===== src/rtl/gmii_tx_sender_pkg.sv =====
// gmii_tx_sender_pkg: shared states, framing constants and CRC-32 byte step
package gmii_tx_sender_pkg;
    typedef enum logic [2:0] {IDLE, PREAMBLE, SFD, HEADER, PAYLOAD, FCS, IFG} state_t;
    localparam logic [7:0] PREAMBLE_BYTE = 8'h55;
    localparam logic [7:0] SFD_BYTE = 8'hD5;
    localparam logic [31:0] CRC_INIT = 32'hFFFF_FFFF;
    localparam logic [31:0] CRC_RESIDUE = 32'hDEBB_20E3;
    localparam logic [31:0] CRC_POLY = 32'hEDB8_8320;
    function automatic logic [31:0] crc32_byte(input logic [31:0] c, input logic [7:0] d);
        logic [31:0] r;
        r = c;
        for (int i = 0; i < 8; i++)
            r = (r >> 1) ^ ((r[0] ^ d[i]) ? CRC_POLY : 32'h0);
        return r;
    endfunction
endpackage


===== src/rtl/gmii_tx_sender_crc.sv =====
// crc32_d8: reflected Ethernet CRC-32, one byte per cycle, LSB of d first
module crc32_d8
    import gmii_tx_sender_pkg::*;
(
    input  logic        tx_clk,
    input  logic        sys_rst_n,
    input  logic        init,
    input  logic        en,
    input  logic [7:0]  d,
    output logic [31:0] crc
);
    always_ff @(posedge tx_clk or negedge sys_rst_n)
        if (!sys_rst_n)
            crc <= CRC_INIT;
        else if (init)
            crc <= CRC_INIT;
        else if (en)
            crc <= crc32_byte(crc, d);
endmodule


===== src/rtl/gmii_tx_sender.sv =====
// gmii_tx_sender: drains 24-bit FIFO words into fixed-length Ethernet II frames on GMII
module gmii_tx_sender
    import gmii_tx_sender_pkg::*;
#(
    parameter logic [47:0] DST_MAC = 48'hFF_FF_FF_FF_FF_FF,
    parameter logic [47:0] SRC_MAC = 48'h00_0A_35_00_00_01,
    parameter logic [15:0] ETHERTYPE = 16'h88B5,
    parameter int PAYLOAD_WORDS = 16,
    parameter int IFG_CYCLES = 12
) (
    input  logic        tx_clk,
    input  logic        sys_rst_n,
    input  logic [23:0] dout,
    input  logic        empty,
    input  logic        full,
    output logic        rd_en,
    output logic        tx_en,
    output logic [7:0]  txd
);
    localparam int PLEN = 3 * PAYLOAD_WORDS;
    localparam logic [111:0] HDR = {DST_MAC, SRC_MAC, ETHERTYPE};
    state_t state, state_nx;
    logic [15:0] cnt, cnt_nx;
    logic [1:0] bsel, bsel_nx;
    logic [15:0] hold;
    logic rd_d;
    logic [31:0] crc, fcs;
    logic [6:0] hsh;
    logic [4:0] fsh;
    logic unused;
    assign unused = full;
    always_ff @(posedge tx_clk or negedge sys_rst_n)
        if (!sys_rst_n) begin
            state <= IDLE;
            cnt <= '0;
            bsel <= '0;
            hold <= '0;
            rd_d <= 1'b0;
        end else begin
            state <= state_nx;
            cnt <= cnt_nx;
            bsel <= bsel_nx;
            rd_d <= rd_en;
            if (state == PAYLOAD && bsel == 2'd0)
                hold <= rd_d ? dout[15:0] : '0;
        end
    // in IDLE, cnt[0] records that empty was seen low; the frame starts one edge later
    always_comb begin
        state_nx = state;
        cnt_nx = cnt + 16'd1;
        bsel_nx = bsel;
        case (state)
            IDLE: begin
                cnt_nx = {15'd0, !empty};
                if (cnt[0]) begin
                    state_nx = PREAMBLE;
                    cnt_nx = '0;
                end
            end
            PREAMBLE: if (cnt == 16'd6) begin
                state_nx = SFD;
                cnt_nx = '0;
            end
            SFD: begin
                state_nx = HEADER;
                cnt_nx = '0;
            end
            HEADER: if (cnt == 16'd13) begin
                state_nx = PAYLOAD;
                cnt_nx = '0;
                bsel_nx = '0;
            end
            PAYLOAD: begin
                bsel_nx = bsel == 2'd2 ? 2'd0 : bsel + 2'd1;
                if (cnt == 16'(PLEN - 1)) begin
                    state_nx = FCS;
                    cnt_nx = '0;
                end
            end
            FCS: if (cnt == 16'd3) begin
                state_nx = IFG;
                cnt_nx = '0;
            end
            IFG: if (cnt == 16'(IFG_CYCLES - 1)) begin
                state_nx = IDLE;
                cnt_nx = {15'd0, !empty};
            end
            default: begin
                state_nx = IDLE;
                cnt_nx = '0;
            end
        endcase
    end
    assign tx_en = state != IDLE && state != IFG;
    assign rd_en = !empty && ((state == HEADER && cnt == 16'd13) ||
                              (state == PAYLOAD && bsel == 2'd2 && cnt != 16'(PLEN - 1)));
    assign fcs = ~crc;
    assign hsh = {4'd13 - cnt[3:0], 3'b000};
    assign fsh = {cnt[1:0], 3'b000};
    // first byte of each word comes straight from the FIFO; an underrun word reads as zero
    always_comb begin
        txd = 8'h00;
        case (state)
            PREAMBLE: txd = PREAMBLE_BYTE;
            SFD:      txd = SFD_BYTE;
            HEADER:   txd = HDR[hsh +: 8];
            PAYLOAD:  txd = bsel == 2'd0 ? (rd_d ? dout[23:16] : 8'h00) :
                            bsel == 2'd1 ? hold[15:8] : hold[7:0];
            FCS:      txd = fcs[fsh +: 8];
            default:  txd = 8'h00;
        endcase
    end
    crc32_d8 u_crc (
        .tx_clk(tx_clk),
        .sys_rst_n(sys_rst_n),
        .init(state == SFD),
        .en(state == HEADER || state == PAYLOAD),
        .d(txd),
        .crc(crc)
    );
endmodule


===== config.mk =====
export PLATFORM = sky130hd
export DESIGN_NAME = gmii_tx_sender
export DESIGN_NICKNAME = d
export VERILOG_FILES = /design/src/rtl/gmii_tx_sender_pkg.sv /design/src/rtl/gmii_tx_sender_crc.sv /design/src/rtl/gmii_tx_sender.sv
export SDC_FILE = /design/constraint.sdc
export NUM_CORES = 1
export LEC_CHECK = 0
export BUFFER_PORTS_ARGS = -buffer_cell sky130_fd_sc_hd__buf_4
export CAP_MARGIN = 25
export CELL_PAD_IN_SITES_DETAIL_PLACEMENT = 1
export CELL_PAD_IN_SITES_GLOBAL_PLACEMENT = 2
export CORE_MARGIN = 2
export CORE_UTILIZATION = 39
export DETAILED_ROUTE_END_ITERATION = 7
export MAX_ROUTING_LAYER = met4
export PLACE_DENSITY_LB_ADDON = 0.08
export SKIP_LAST_GASP = 1
export SYNTH_ARGS = -nofsm -noshare
export SYNTH_HDL_FRONTEND = slang
export SYNTH_HIERARCHICAL = 1
export SYNTH_SLANG_ARGS = --single-unit
export TNS_END_PERCENT = 5

===== constraint.sdc =====
create_clock -name tx_clk -period 3.7 [get_ports tx_clk]
set_input_delay 0.555 -clock tx_clk [delete_from_list [all_inputs] [get_ports tx_clk]]
set_output_delay 0.555 -clock tx_clk [all_outputs]
set_load 0.01 [all_outputs]

## Word level (Yosys, flattened, before mapping)

Cells that the tools add are included.

| word-level totals | value |
|---|---|
| logic and storage cells | 97 |
| output and inout bits | 10 |
| bits in registers | 70 |

| cells by class | value |
|---|---|
| bitwise gates (word level) | 17 |
| eq/ne operators | 21 |
| add/sub/neg operators | 3 |
| shifts and indexed selects | 2 |
| multiplexer cells | 32 |
| reductions and logical operators | 16 |

Operators by type and width:

| cell | number |
|---|---|
| two-way mux 32 bit | 10 |
| bitwise XOR 31 x 32 -> 32 bit | 8 |
| indexed part select 112 x 8 -> 8 bit, first input constant | 1 |
| two-way mux 16 bit | 6 |
| one-hot mux 16 bit (6 select lines) | 1 |
| one-hot mux 8 bit (5 select lines) | 1 |
| == test 16 x 4 -> 1 bit, second input constant | 2 |
| inverter 32 bit | 1 |
| indexed part select 32 x 6 -> 8 bit | 1 |
| two-way mux 8 bit | 3 |
| one-hot mux 3 bit (7 select lines) | 1 |
| two-way mux 3 bit | 6 |
| adder 16 x 1 -> 16 bit, second input constant | 1 |
| == test 16 x 2 -> 1 bit, second input constant | 1 |
| == test 16 x 3 -> 1 bit, second input constant | 1 |
| == test 16 x 6 -> 1 bit, second input constant | 1 |
| inequality test 16 x 6 -> 1 bit, second input constant | 1 |
| inequality test 2 bit, second input constant | 5 |
| == test 3 bit, second input constant | 3 |
| bitwise XOR 1 bit | 8 |
| == test 3 x 2 -> 1 bit, second input constant | 2 |
| logical AND 1 bit | 6 |
| AND reduction 6 bit | 1 |
| two-way mux 2 bit | 2 |
| other kinds (16) | 18 |

## Logic depth before layout (Yosys ltp)

Gate-level depths: netlist of run 1.

| depth | value |
|---|---|
| depth after elaboration | 30 |
| depth in mapped cells | 13 |
| mapped depth without buffers | 12 |

## By module

Netlist of run 1, hierarchy kept.

By module, submodules not included:

| module | times used | cells each | area each (µm²) |
|---|---|---|---|
| gmii_tx_sender | 1 | 295 | 2606.2 |
| crc32_d8 | 1 | 194 | 2198.4 |

## Least setup slack after synthesis of run 1

OpenSTA, ideal clock, no wires.

| timing | value |
|---|---|
| path kind | reg-to-reg |
| from | register cnt[0] |
| to | register u_crc.crc[4] |
| slack | 0.147 ns |
| data required time | 3.618 ns |
| data arrival time | 3.472 ns |
| path buffers | 2 |
| clock period less this slack | 3.553 ns |
| stages on the path, launching flop included | 14 |
| cell sequence | dfrtp_1 clkbuf_1 clkbuf_1 inv_1 ha_1 a21boi_0 a21oi_1 a311oi_1 o21ai_0 xnor2_4 xnor2_4 xnor2_2 xnor2_1 a211o_1 |

| between the ends | value |
|---|---|
| longest elaborated chain between the ends | 17 |
| elaborated cells on any way between the ends | 22 |

RTL lines:

| what | line | source |
|---|---|---|
| start, declared | gmii_tx_sender.sv:23 | `logic [15:0] cnt, cnt_nx;` |
| start signal, assigned | gmii_tx_sender.sv:41 | `cnt <= cnt_nx;` |
| subtractor 4 bit | gmii_tx_sender.sv:98 | `assign hsh = {4'd13 - cnt[3:0], 3'b000};` |
| indexed part select 112 x 8 -> 8 bit | gmii_tx_sender.sv:106 | `HEADER: txd = HDR[hsh +: 8];` |
| one-hot mux 8 bit (5 select lines) (*) | gmii_tx_sender.sv:103 | `case (state)` |
| net txd[0] | gmii_tx_sender.sv:18 | `output logic [7:0] txd` |
| bitwise XOR 1 bit (*) | gmii_tx_sender_pkg.sv:13 | `r = (r >> 1) ^ ((r[0] ^ d[i]) ? CRC_POLY : 32'h0);` |
| two-way mux 32 bit (*) | gmii_tx_sender_pkg.sv:13 |  |
| bitwise XOR 31 x 32 -> 32 bit (*) (6 in series) | gmii_tx_sender_pkg.sv:13 |  |
| bitwise XOR 1 bit (*) | gmii_tx_sender_pkg.sv:13 |  |
| two-way mux 32 bit (*) | gmii_tx_sender_pkg.sv:13 |  |
| bitwise XOR 31 x 32 -> 32 bit (*) (2 in series) | gmii_tx_sender_pkg.sv:13 |  |
| two-way mux 32 bit (*) | gmii_tx_sender_crc.sv:17 | `else if (en)` |
| two-way mux 32 bit (*) | gmii_tx_sender_crc.sv:15 | `else if (init)` |
| end signal, assigned | gmii_tx_sender_crc.sv:18 | `crc <= crc32_byte(crc, d);` |
| end, declared | gmii_tx_sender_crc.sv:10 | `output logic [31:0] crc` |

Mark *: on every way through the listed nets, which the timed path passes. The rest lies on a longest branch. The select of a mux whose other input is x is not followed.
A chain may end at the register's enable or synchronous reset.

## Final worst setup path of run 1

| timing | value |
|---|---|
| from | register cnt[1] |
| to | register u_crc.crc[7] |

| between the ends | value |
|---|---|
| longest elaborated chain between the ends | 17 |
| elaborated cells on any way between the ends | 20 |

RTL lines:

| what | line |
|---|---|
| subtractor 4 bit | gmii_tx_sender.sv:98 |
| indexed part select 112 x 8 -> 8 bit | gmii_tx_sender.sv:106 |
| one-hot mux 8 bit (5 select lines) (*) | gmii_tx_sender.sv:103 |
| bitwise XOR 1 bit | gmii_tx_sender_pkg.sv:13 |
| two-way mux 32 bit | gmii_tx_sender_pkg.sv:13 |
| bitwise XOR 31 x 32 -> 32 bit (6 in series) | gmii_tx_sender_pkg.sv:13 |
| bitwise XOR 1 bit | gmii_tx_sender_pkg.sv:13 |
| two-way mux 32 bit | gmii_tx_sender_pkg.sv:13 |
| bitwise XOR 31 x 32 -> 32 bit (*) (2 in series) | gmii_tx_sender_pkg.sv:13 |
| two-way mux 32 bit (*) | gmii_tx_sender_crc.sv:17 |
| two-way mux 32 bit (*) | gmii_tx_sender_crc.sv:15 |

Every way passes the cells marked *; elsewhere a longest branch is shown, timed or not. The select of a mux whose other input is x is not followed.

==> run summary, run 1 <==
Clock-pin slew was measured on the worst setup and hold paths at 60 ps. The number of diodes came out at 0. Across the run, the number of max-cap violations was 0. The final setup slack of the worst path is 266.1 ps.

The total of buffers placed on input and output ports is 36. The die span in x came out at 115.0 microns. The pin count of the biggest net entering global routing came out at 71. The HPWL after detailed placement is 9413 microns. The total placed cells including tap cells is 665.

Counting every instance in the synthesized netlist gives 489. The required arrival time at the worst endpoint came out at 3970 ps. Counting the buffers created by CTS gives 9. The clock sink count is 70. The number of cells on the worst reg-to-reg path is 12. The placeable core region came out at 12,010 sq um. The area growth from synthesis to layout is 17.76%. The clock network latency to the later pin of the worst-skew pair came out at 350 ps. The flow ran to the end, and the final reports show no timing, DRC or antenna violations. The endpoint identified for the worst register-to-register timing path is u_crc/crc[7]$_DFFE_PN1P_.

The H-tree was split into 3 levels. The data arrival time at the worst-slack endpoint is 3710 ps. The share of the Yosys chip area taken by registers is 0.3729. The cell seen most often among critical-path stages is sky130_fd_sc_hd__xnor2_4. The root cell of the clock tree is sky130_fd_sc_hd__clkbuf_16. The count of endpoints failing setup in the final report is 0. The number of library cell types mapped by synthesis came out at 58. The post-synthesis net count came out at 525. The maximum clock frequency came out at 291.2 MHz. The most frequent standard cell in the layout excluding fill and tap cells is sky130_fd_sc_hd__buf_4. The final critical-path required period is 3434 ps. Dividing the detail-routed via count by the number of cells gives 5.435. The routed length per instance came out at 19.57 microns. The first global-routing pass estimated 22,060 microns of wire. The total detailed-routing wirelength came out at 13,330 microns. The average footprint of a synthesized cell came out at 9.825 sq um.

The DRC violations left is 0. In this run the worst path has a maximum fanout of 6. The count of buffer and inverter cells on the critical path came out at 1. The fraction of layout instances using a drive strength above 1 is 0.2996. The detailed-router iteration count before antenna repair came out at 4. In the global route stage, overall resource usage came out at 0.2281. The count of cells resized by post-cts repair is 0. The final weighted congestion in routability-driven placement came out at 0.7988.

The setup path with the least slack is of type register to register. The vertical die dimension came out at 115.0 microns. The deepest clock path buffer count is 2. The portion of the clock cycle consumed by the worst path in the final layout came out at 0.9281. After the first detailed-routing iteration, the DRC count stood at 153. Leaving out filler cells and counting taps, the final layout contains 681.

The transition time at the pin with the least slew margin came out at 935.6 ps. The setup slack after placement came out at 212.8 ps. Traced cell by cell, the critical path runs through ha_1 -> inv_1 -> ha_1 -> o211ai_1 -> a21oi_1 -> a311oi_1 -> o21ai_0 -> xnor2_4 -> xnor2_4 -> xnor2_4 -> xnor2_1 -> a211o_1. The floorplan has 40 rows.

The number of placed I/O pins is 38. The flop-to-flop setup slack is 270 ps. The worst hold path belongs to the class input port to asynchronous set/reset pin. The total count of max-transition violations in the final report was 0. The worst clock skew is 7.234 ps. The number of hold violations in the final report is 0. The most used flip-flop cell after synthesis is sky130_fd_sc_hd__dfrtp_1. The count of nets left with antenna violations after detail routing came out at 0.

The initial antenna violation count is 0. The count of synthesis-stage warnings from yosys is 6. Counting flops with an async set or reset pin after synthesis yields a share of 1.000. The quantity of hold-fixing buffers added after cts came out at 0.

In this run the critical register-to-register path is launched from cnt[1]$_DFF_PN0_. The count of nets after finishing is 565. TritonCTS built the clock tree. The flip-flop and latch count after synthesis came out at 70. The number of cells on the critical path is 12. For this configuration, the core starts out at a cell density of 0.4000. The maximum single-stage delay on the critical path is 490 ps.

Setup repair after global routing left no endpoint under its margin. The via count came out at 3,701. Fill cells in the final layout number 1,361.

The number of buffers added for setup after CTS came out at 0. The number of global-route vias before repair came to 4,075. The accumulated negative setup slack came out at 0 ps. Broken down by cell family, the worst path's largest delay share belongs to compound AO/OA/AOI/OAI gates. The library cells used most frequently in the layout, excluding fill and tap cells, are 55 x sky130_fd_sc_hd__buf_4, 53 x sky130_fd_sc_hd__nand2_1, 39 x sky130_fd_sc_hd__xnor2_1. STA classifies the critical path endpoint as a register.

The die area came out at 13,220 sq um. Headroom to the max-slew limit came out at 0.3762. The number of enable flip-flop cells after synthesis is 0.

Among all stages on the critical path, the largest delay is contributed by sky130_fd_sc_hd__xnor2_4. The total grt overflow is 0. STA classifies the critical path startpoint as a register. The cell area after synthesis is 4805 sq um.
## flip-flops by register name, indices dropped and copies added, names as in the netlist
name       flops
state          3
u_crc/crc     32
rd_d           1
hold          16
bsel           2
cnt           16
## per-stage QoR
step / cell area, sq um / utilization / hold WS, ps
global placement: 5323 / 0.4431 / 451.0
detailed placement: 5323 / 0.4431 / 460.7
finish: 5658 / 0.4710 / 346.5
floorplan: 4805 / - / 259.4
CTS: 5658 / 0.4710 / 385.7
global route: 5658 / 0.4710 / 414.1
## logic make-up after synthesis
logic type      synth area share
xor+xnor                  0.2039
mux                      0.03984
simple gates              0.2076
fa+ha+maj                0.02083
compound gates            0.1253
flops                     0.3729
buf+inv                  0.02969
## final cells by class
cell class              instances  area (sq um)  area share
repair buffers                 56         432.9     0.07651
clock buffers                  13         270.3     0.04777
well taps                     147         183.9     0.03251
flip-flops and latches         70          1792      0.3167
multi-input cells             383          2880      0.5091
clock inverters                 3         65.06     0.01150
inverters                       9         33.78    0.005971
## how the worst max path moves through the flow
stage                                      to        startpoint  slack (ps)
floorplan            u_crc/crc[4]$_DFFE_PN1P_  cnt[0]$_DFF_PN0_         150
global placement     u_crc/crc[7]$_DFFE_PN1P_  cnt[1]$_DFF_PN0_         290
detailed placement   u_crc/crc[7]$_DFFE_PN1P_  cnt[1]$_DFF_PN0_         210
CTS                  u_crc/crc[7]$_DFFE_PN1P_  cnt[1]$_DFF_PN0_         200
global route        u_crc/crc[20]$_DFFE_PN1P_  cnt[1]$_DFF_PN0_           7
finish               u_crc/crc[7]$_DFFE_PN1P_  cnt[1]$_DFF_PN0_         270
## synth_stat cells, drive strengths merged, types with 2 or more instances
cell	n	area [sq um]
and4	3	27.53
dfstp	32	840.8
o21ai	15	75.07
a22o	3	26.28
o31ai	3	22.52
a211o	7	61.31
nor3	11	55.05
a22oi	6	45.04
nor2b	17	106.4
xnor2	57	747.0
dfrtp	38	950.9
nor2	42	182.7
or3	3	18.77
or2	14	87.59
nand4	7	43.79
inv	8	30.03
a2bb2oi	2	17.52
nor4	5	61.31
mux4	8	180.2
or4	4	41.29
and2	4	25.02
nand2	53	198.9
clkbuf	26	97.59
a211oi	2	15.01
o2bb2ai	3	32.53
a21oi	38	190.2
a31oi	4	25.02
xor2	24	210.2
nand3	21	105.1
ha	8	100.1
nand2b	3	18.77
## worst reg2reg max path: stages (launching register included)
cell and delay (ps):
sky130_fd_sc_hd__dfrtp_1 450, sky130_fd_sc_hd__ha_1 230, sky130_fd_sc_hd__inv_1 70, sky130_fd_sc_hd__ha_1 250, sky130_fd_sc_hd__o211ai_1 320, sky130_fd_sc_hd__a21oi_1 70, sky130_fd_sc_hd__a311oi_1 240, sky130_fd_sc_hd__o21ai_0 340
sky130_fd_sc_hd__xnor2_4 490, sky130_fd_sc_hd__xnor2_4 210, sky130_fd_sc_hd__xnor2_4 280, sky130_fd_sc_hd__xnor2_1 110, sky130_fd_sc_hd__a211o_1 300
## per-layer routing
layer | GRT usage | vias to the layer above | routed length (microns)
met1 | 0.2821 | 1869 | 5949
met2 | 0.3812 | 34 | 6833
met3 | 0.03057 | 14 | 300
met5 | - | - | 0
li1 | - | 1784 | -
met4 | 0.08514 | 0 | 242
Power of run 1 is left out: the tool's default activity adds up to more than one toggle a clock period on the data nets, which glitch-free logic cannot reach.
==> run 2, diff against run 1 <==
--- a/config.mk
+++ b/config.mk
@@ -9,7 +9,6 @@
 export CAP_MARGIN = 25
 export CELL_PAD_IN_SITES_DETAIL_PLACEMENT = 1
 export CELL_PAD_IN_SITES_GLOBAL_PLACEMENT = 2
-export CORE_MARGIN = 2
 export CORE_UTILIZATION = 39
 export DETAILED_ROUTE_END_ITERATION = 7
 export MAX_ROUTING_LAYER = met4
==> run 2 against run 1 <==
Fmax rose by 0.49%. Global-route usage shrank 0.40 points. Non-clock buffer count grew 3. Wire length down 3.4%. Critical path depth did not move. Cell count grew 0.44%. Sequential share of layout area increased by 0.20 points. Hold slack gained 78 ps. Sequential cell count did not move. Clock skew is 2.8 ps lower. Cell area shrank 0.64%. First-iteration DRC count is 4.6% lower. Highest routed layer unchanged.
==> run summary, run 2 (synthesis gave the netlist of run 1 again) <==
The gate family responsible for the most delay along the worst path is compound AO/OA/AOI/OAI gates (unchanged). The flop-to-flop setup slack is 280 ps (was 270 ps). The critical register-to-register path endpoint is u_crc/crc[7]$_DFFE_PN1P_ (unchanged).

The die area came out at 12,770 sq um (was 13,220 sq um). The count of nets left with antenna violations after detail routing was 0 (unchanged). Setup repair after global routing missed its margin: no (unchanged). The count of buffer and inverter cells on the critical path is 1 (unchanged).

The type of the worst min-delay path is input port to register (was input port to asynchronous set/reset pin). The total clock buffers created by CTS was 9 (unchanged). Commonest cells after routing, fill and taps aside: 56 x sky130_fd_sc_hd__buf_4, 53 x sky130_fd_sc_hd__nand2_1, 39 x sky130_fd_sc_hd__xnor2_1 (was 55 x sky130_fd_sc_hd__buf_4, 53 x sky130_fd_sc_hd__nand2_1, 39 x sky130_fd_sc_hd__xnor2_1). The type of origin of the critical path was a register (unchanged). The transition time at the pin with the least slew margin is 864.2 ps (was 935.6 ps). The fraction of layout instances using a drive strength above 1 is 0.2942 (was 0.2996). The setup slack after placement is 284.2 ps (was 212.8 ps). The number of placement rows is 40 (unchanged). The kind of end point of the critical path was a register (unchanged). The DRC violations left is 0 (unchanged). The routed length per instance came out at 18.82 microns (was 19.57 microns). The count of filler cells inserted in the layout is 1,365 (was 1,361).

The count of nets after finishing is 568 (was 565). The number of hold violations in the final report is 0 (unchanged). The non-filler instance count after layout is 684 (was 681). The startpoint of the most critical register-to-register path is cnt[1]$_DFF_PN0_ (unchanged).

Cell-by-cell listing of the critical path: ha_1 -> inv_1 -> ha_1 -> o211ai_1 -> a21oi_1 -> a311oi_1 -> o21ai_0 -> xnor2_4 -> xnor2_4 -> xnor2_4 -> xnor2_1 -> a211o_1 (unchanged). The register with the most flip-flops was u_crc/crc (unchanged). The number of cells on the worst reg-to-reg path was 12 (unchanged).

The total grt overflow was 0 (unchanged). The clock network latency to the later pin of the worst-skew pair is 340 ps (was 350 ps). The final core utilization came out at 0.4680 (was 0.4710).

The total detailed-routing wirelength is 12,870 microns (was 13,330 microns). The wire length of the first global-routing pass is 21,070 microns (was 22,060 microns). The flip-flop count of the largest register after layout came out at 32 (unchanged). The worst hold path begins at empty. The final weighted congestion in routability-driven placement came out at 0.8135 (was 0.7988). The number of diodes was 0 (unchanged).

The data arrival time at the worst-slack endpoint is 3680 ps (was 3710 ps). The total global-route track usage was 0.2241 (was 0.2281). The vertical die dimension was 113.0 microns (was 115.0 microns).

The number of global-route vias before repair came to 3,840 (was 4,075). The worst clock skew is 4.461 ps (was 7.234 ps). The detailed-router iteration count before antenna repair came to 4 (unchanged). The initial antenna violation count is 0 (unchanged).

The sum of net half-perimeters after detailed placement is 9231 microns (was 9413 microns). The deepest clock path buffer count came to 2 (unchanged). The path with the worst hold slack has its endpoint at rd_d$_DFF_PN0_. The most frequent standard cell in the layout excluding fill and tap cells is sky130_fd_sc_hd__buf_4 (unchanged).

The final setup slack of the worst path is 282.8 ps (was 266.1 ps). The headroom to the max-slew limit is 0.4178 (was 0.3762). The count of cells resized by post-cts repair is 0 (unchanged). The root cell of the clock tree is sky130_fd_sc_hd__clkbuf_16 (unchanged). Registers with the highest flip-flop counts: u_crc/crc (32), cnt (16), hold (16) (unchanged). The required arrival time at the worst endpoint is 3960 ps (was 3970 ps). The portion of the clock cycle consumed by the worst path in the final layout came out at 0.9236 (was 0.9281). The cell seen most often among critical-path stages is sky130_fd_sc_hd__xnor2_4 (unchanged). The total number of H-tree levels is 3 (unchanged).

The initial cell density of the core came out at 0.4000 (unchanged). The maximum fanout along the worst path came out at 5 (was 6). The maximum clock frequency came out at 292.6 MHz (was 291.2 MHz).

The instance count along the most critical hold path came out at 2. The TritonCTS clock tree is done (unchanged). The clock sink count is 70 (unchanged).

The placeable core region is 12,010 sq um (unchanged). The post-detailed-route via-to-cell ratio was 5.387 (was 5.435). The kind of critical path is register to register (unchanged). The via count is 3,685 (was 3,701).

The pin count of the biggest net entering global routing came out at 71 (unchanged). The total of buffers placed on input and output ports is 36 (unchanged). The maximum single-stage delay on the critical path came out at 500 ps (was 490 ps). The signed area change from the synthesized netlist to the final layout is 17.01% (was 17.76%). The number of placed I/O pins came to 38 (unchanged). The die span in x is 113.0 microns (was 115.0 microns).

Outcome: completed (unchanged). The total placed cells including tap cells came out at 666 (was 665). The accumulated negative setup slack is 0 ps (unchanged). The iteration-0 DRC count of the detailed router came out at 146 (was 153). The count of endpoints failing setup in the final report is 0 (unchanged). The clock transition time at the flip-flop clock pins of the worst setup and hold paths came out at 50 ps (was 60 ps). The slowest cell on the critical path is sky130_fd_sc_hd__xnor2_4 (unchanged). The total of max-cap violations is 0 (unchanged).

The final critical-path required period came out at 3417 ps (was 3434 ps). The total count of max-transition violations in the final report came out at 0 (unchanged).
run 2: cell count changes in the layout (fill, tap and decap cells not counted), sizes merged:
cell / previous run / this run
buf: 56 / 58
bufinv: 2 / 0
clkbuf: 13 / 14
clkinv: 2 / 3
dlygate4sd3: 0 / 1
run 2: layout make-up:
cell class	instances	area, sq um	area share
Sequential cell	70	1792	0.3187
Timing Repair Buffer	59	478.0	0.08502
Multi-Input combinational cell	383	2880	0.5124
Clock inverter	2	10.01	0.001781
Clock buffer	14	244.0	0.04340
Tap cell	147	183.9	0.03272
Inverter	9	33.78	0.006009
run 2: how the worst max path moves through the flow:
| stage | slack (ps) | depth (start not counted) | endpoint | from |
|---|---|---|---|---|
| after floorplan | 150 | 13 | u_crc/crc[4]$_DFFE_PN1P_ | cnt[0]$_DFF_PN0_ |
| after global placement | 270 | 10 | u_crc/crc[7]$_DFFE_PN1P_ | cnt[0]$_DFF_PN0_ |
| after detailed placement | 280 | 10 | u_crc/crc[17]$_DFFE_PN1P_ | cnt[0]$_DFF_PN0_ |
| after CTS | 270 | 12 | u_crc/crc[7]$_DFFE_PN1P_ | cnt[1]$_DFF_PN0_ |
| after global routing | 10 | 12 | u_crc/crc[23]$_DFFE_PN1P_ | cnt[1]$_DFF_PN0_ |
| final | 280 | 12 | u_crc/crc[7]$_DFFE_PN1P_ | cnt[1]$_DFF_PN0_ |
run 2: what timing repair did:
action                                 in CTS  in global routing
hold buffers                                0                  1
buffers inserted                            0                  0
endpoints found under the hold margin       0                  2
run 2: layer usage:
metal	global-route usage	part of all wire	vias up
li1	-	-	1788
met1	0.2881	0.46	1855
met2	0.3646	0.50	31
met3	0.04553	0.020	11
met4	0.05263	0.012	0
met5	-	0	-
run 2: stage by stage:
stage          hold slack (ps)  cell area (sq um)
2_1_floorplan            259.4               4805
3_3_place_gp             452.6               5330
3_5_place_dp             457.8               5330
4_1_cts                  390.5               5584
5_1_grt                  423.1               5622
6_report                 424.7               5622
Power of run 2 is left out for the same reason.
==> run 3, diff against run 2 <==
--- a/config.mk
+++ b/config.mk
@@ -9,7 +9,8 @@
 export CAP_MARGIN = 25
 export CELL_PAD_IN_SITES_DETAIL_PLACEMENT = 1
 export CELL_PAD_IN_SITES_GLOBAL_PLACEMENT = 2
-export CORE_UTILIZATION = 39
+export CORE_UTILIZATION = 40
+export CTS_BUF_LIST = sky130_fd_sc_hd__clkbuf_8
 export DETAILED_ROUTE_END_ITERATION = 7
 export MAX_ROUTING_LAYER = met4
 export PLACE_DENSITY_LB_ADDON = 0.08
==> run 3 against run 2 <==
The run now ends with DRC left. Wire length down 0.50%. Via count up 0.35%. Global-route usage is 0.64 points higher. Sequential share of layout area grew 0.36 points. Critical path type unchanged.
==> run summary, run 3 (synthesis gave the netlist of run 1 again) <==
Outcome: finished with violations (was completed). The checks that failed: DRC. The flip-flop count of the largest register after layout came out at 32 (unchanged). The count of buffer and inverter cells on the critical path is 1 (unchanged).

The maximum clock frequency is 293.0 MHz (was 292.6 MHz). The met2 global-route usage was 0.3750 (was 0.3646). The sum of net half-perimeters after detailed placement is 9318 microns (was 9231 microns). The number of buffers added for setup after CTS was 0 (unchanged). The transition time at the pin with the least slew margin is 879.1 ps (was 864.2 ps). The pin count of the biggest net entering global routing came out at 71 (unchanged). The kind of end point of the critical path is a register (unchanged).

Commonest cells after routing, fill and taps aside: 58 x sky130_fd_sc_hd__buf_4, 53 x sky130_fd_sc_hd__nand2_1, 39 x sky130_fd_sc_hd__xnor2_1 (was 56 x sky130_fd_sc_hd__buf_4, 53 x sky130_fd_sc_hd__nand2_1, 39 x sky130_fd_sc_hd__xnor2_1). The wire length of the first global-routing pass came out at 21,380 microns (was 21,070 microns). The die span in x is 111.6 microns (was 113.0 microns). The initial antenna violation count was 0 (unchanged). The number of diodes came to 0 (unchanged). The most congested layer reported by global routing is met2 (unchanged). The final core utilization is 0.4807 (was 0.4680). The cell seen most often among critical-path stages is sky130_fd_sc_hd__xnor2_4 (unchanged). The type of the worst min-delay path was input port to register (unchanged). The total grt overflow was 0 (unchanged). The iteration-0 DRC count of the detailed router came out at 113 (was 146). The vertical die dimension came out at 111.6 microns (was 113.0 microns).

The number of placed I/O pins is 38 (unchanged). Setup repair after global routing missed its margin: no (unchanged). The data arrival time at the worst-slack endpoint was 3710 ps (was 3680 ps). The total count of max-transition violations in the final report is 0 (unchanged).

The clock sink count is 70 (unchanged). The maximum fanout along the worst path was 8 (was 5). The signed area change from the synthesized netlist to the final layout was 15.70% (was 17.01%). The deepest clock path buffer count is 2 (unchanged). The via count is 3,698 (was 3,685). The kind of critical path is register to register (unchanged). Cell-by-cell listing of the critical path: ha_1 -> inv_1 -> ha_1 -> o211ai_1 -> a21oi_1 -> a311oi_1 -> o21ai_0 -> xnor2_4 -> xnor2_4 -> xnor2_4 -> xnor2_1 -> a211o_1 (unchanged).

The total detailed-routing wirelength is 12,810 microns (was 12,870 microns). The headroom to the max-slew limit is 0.4107 (was 0.4178). The met1 demand-to-capacity share in global routing is 0.2944 (was 0.2881).

The clock network latency to the later pin of the worst-skew pair came out at 360 ps (was 340 ps). The number of hold violations in the final report is 0 (unchanged). The root cell of the clock tree is sky130_fd_sc_hd__clkbuf_8 (was sky130_fd_sc_hd__clkbuf_16). The quantity of hold-fixing buffers added after cts came out at 0 (unchanged). The fraction of met3 tracks used by global routing was 0.02940 (was 0.04553). The post-detailed-route via-to-cell ratio came out at 5.422 (was 5.387).

The detailed-router iteration count before antenna repair is 6 (was 4). The DRC violations left is 6 (was 0). The total of max-cap violations came to 0 (unchanged). The final weighted congestion in routability-driven placement came out at 0.7800 (was 0.8135). The gate family responsible for the most delay along the worst path was compound AO/OA/AOI/OAI gates (unchanged). The total number of H-tree levels came out at 3 (unchanged). The count of endpoints failing setup in the final report came to 0 (unchanged). The routed length per instance came out at 18.78 microns (was 18.82 microns). The register with the most flip-flops is u_crc/crc (unchanged). The count of nets after finishing is 570 (was 568).

The number of placement rows is 39 (was 40). Registers with the highest flip-flop counts: u_crc/crc (32), cnt (16), hold (16) (unchanged). The type of origin of the critical path is a register (unchanged). The total global-route track usage came out at 0.2306 (was 0.2241). The slowest cell on the critical path is sky130_fd_sc_hd__xnor2_4 (unchanged). The count of nets left with antenna violations after detail routing is 0 (unchanged). The fraction of layout instances using a drive strength above 1 is 0.3006 (was 0.2942). The placeable core region came out at 11,560 sq um (was 12,010 sq um). The required arrival time at the worst endpoint is 4000 ps (was 3960 ps).

The number of global-route vias before repair is 3,951 (was 3,840). The worst clock skew is 10.14 ps (was 4.461 ps). The die area is 12,450 sq um (was 12,770 sq um). The total of buffers placed on input and output ports came to 36 (unchanged). The clock transition time at the flip-flop clock pins of the worst setup and hold paths is 80 ps (was 50 ps). The final critical-path required period is 3413 ps (was 3417 ps).

The portion of the clock cycle consumed by the worst path in the final layout came out at 0.9223 (was 0.9236). The count of cells resized by post-cts repair is 0 (unchanged). The most frequent standard cell in the layout excluding fill and tap cells is sky130_fd_sc_hd__buf_4 (unchanged). The accumulated negative setup slack came out at 0 ps (unchanged).

The TritonCTS clock tree is done (unchanged). The initial cell density of the core came out at 0.4154 (was 0.4000). The total clock buffers created by CTS came out at 9 (unchanged). The maximum single-stage delay on the critical path is 480 ps (was 500 ps).
-- run 3: path summary, 6_finish.rpt --
check	endpoint	cells past startpoint	startpoint	slack (ps)
max	u_crc/crc[7]$_DFFE_PN1P_	12	cnt[2]$_DFF_PN0_	290
min	rd_d$_DFF_PN0_	2	empty	380
max reg2reg	u_crc/crc[7]$_DFFE_PN1P_	12	cnt[2]$_DFF_PN0_	290
min reg2reg	hold[0]$_DFFE_PN0P_	2	hold[0]$_DFFE_PN0P_	480
max in group asynchronous	u_crc/crc[16]$_DFFE_PN1P_	3	sys_rst_n	2610
min in group asynchronous	hold[11]$_DFFE_PN0P_	2	sys_rst_n	520
-- run 3: final cells by class --
| cell class | instances | area [sq um] |
|---|---|---|
| clock inverter | 4 | 16.27 |
| timing repair buffer | 61 | 493.0 |
| tap | 143 | 178.9 |
| multi-input combinational | 383 | 2880 |
| inverter | 9 | 33.78 |
| sequential | 70 | 1792 |
| clock buffer | 12 | 165.2 |
| fill | 1320 | 6006 |
-- run 3: worst register-to-register path, cell delays in order, from the launching register on --
cell and delay [ps]:
sky130_fd_sc_hd__dfrtp_1 470, sky130_fd_sc_hd__ha_1 190, sky130_fd_sc_hd__inv_1 50, sky130_fd_sc_hd__ha_1 300
sky130_fd_sc_hd__o211ai_1 320, sky130_fd_sc_hd__a21oi_1 80, sky130_fd_sc_hd__a311oi_1 280, sky130_fd_sc_hd__o21ai_0 320
sky130_fd_sc_hd__xnor2_4 480, sky130_fd_sc_hd__xnor2_4 210, sky130_fd_sc_hd__xnor2_4 220, sky130_fd_sc_hd__xnor2_1 150
sky130_fd_sc_hd__a211o_1 290
-- run 3: per-layer routing --
layer | vias up | part of all wire
li1 | 1789 | -
met3 | 16 | 0.016
met4 | 0 | 0.018
met5 | - | 0
met1 | 1866 | 0.46
met2 | 27 | 0.51
-- run 3: per-stage QoR --
step | setup slack, ps | hold WS [ps] | cell area, sq um | instances
floorplan | 146.6 | 259.4 | 4805 | 489
CTS | 266.6 | 364.8 | 5522 | 680
detailed placement | 276.0 | 459.9 | 5340 | 664
global placement | 327.8 | 450.8 | 5340 | 664
global route | 33.31 | 392.6 | 5559 | 682
finish | 287.4 | 379.5 | 5559 | 682
Power of run 3 is left out for the same reason.
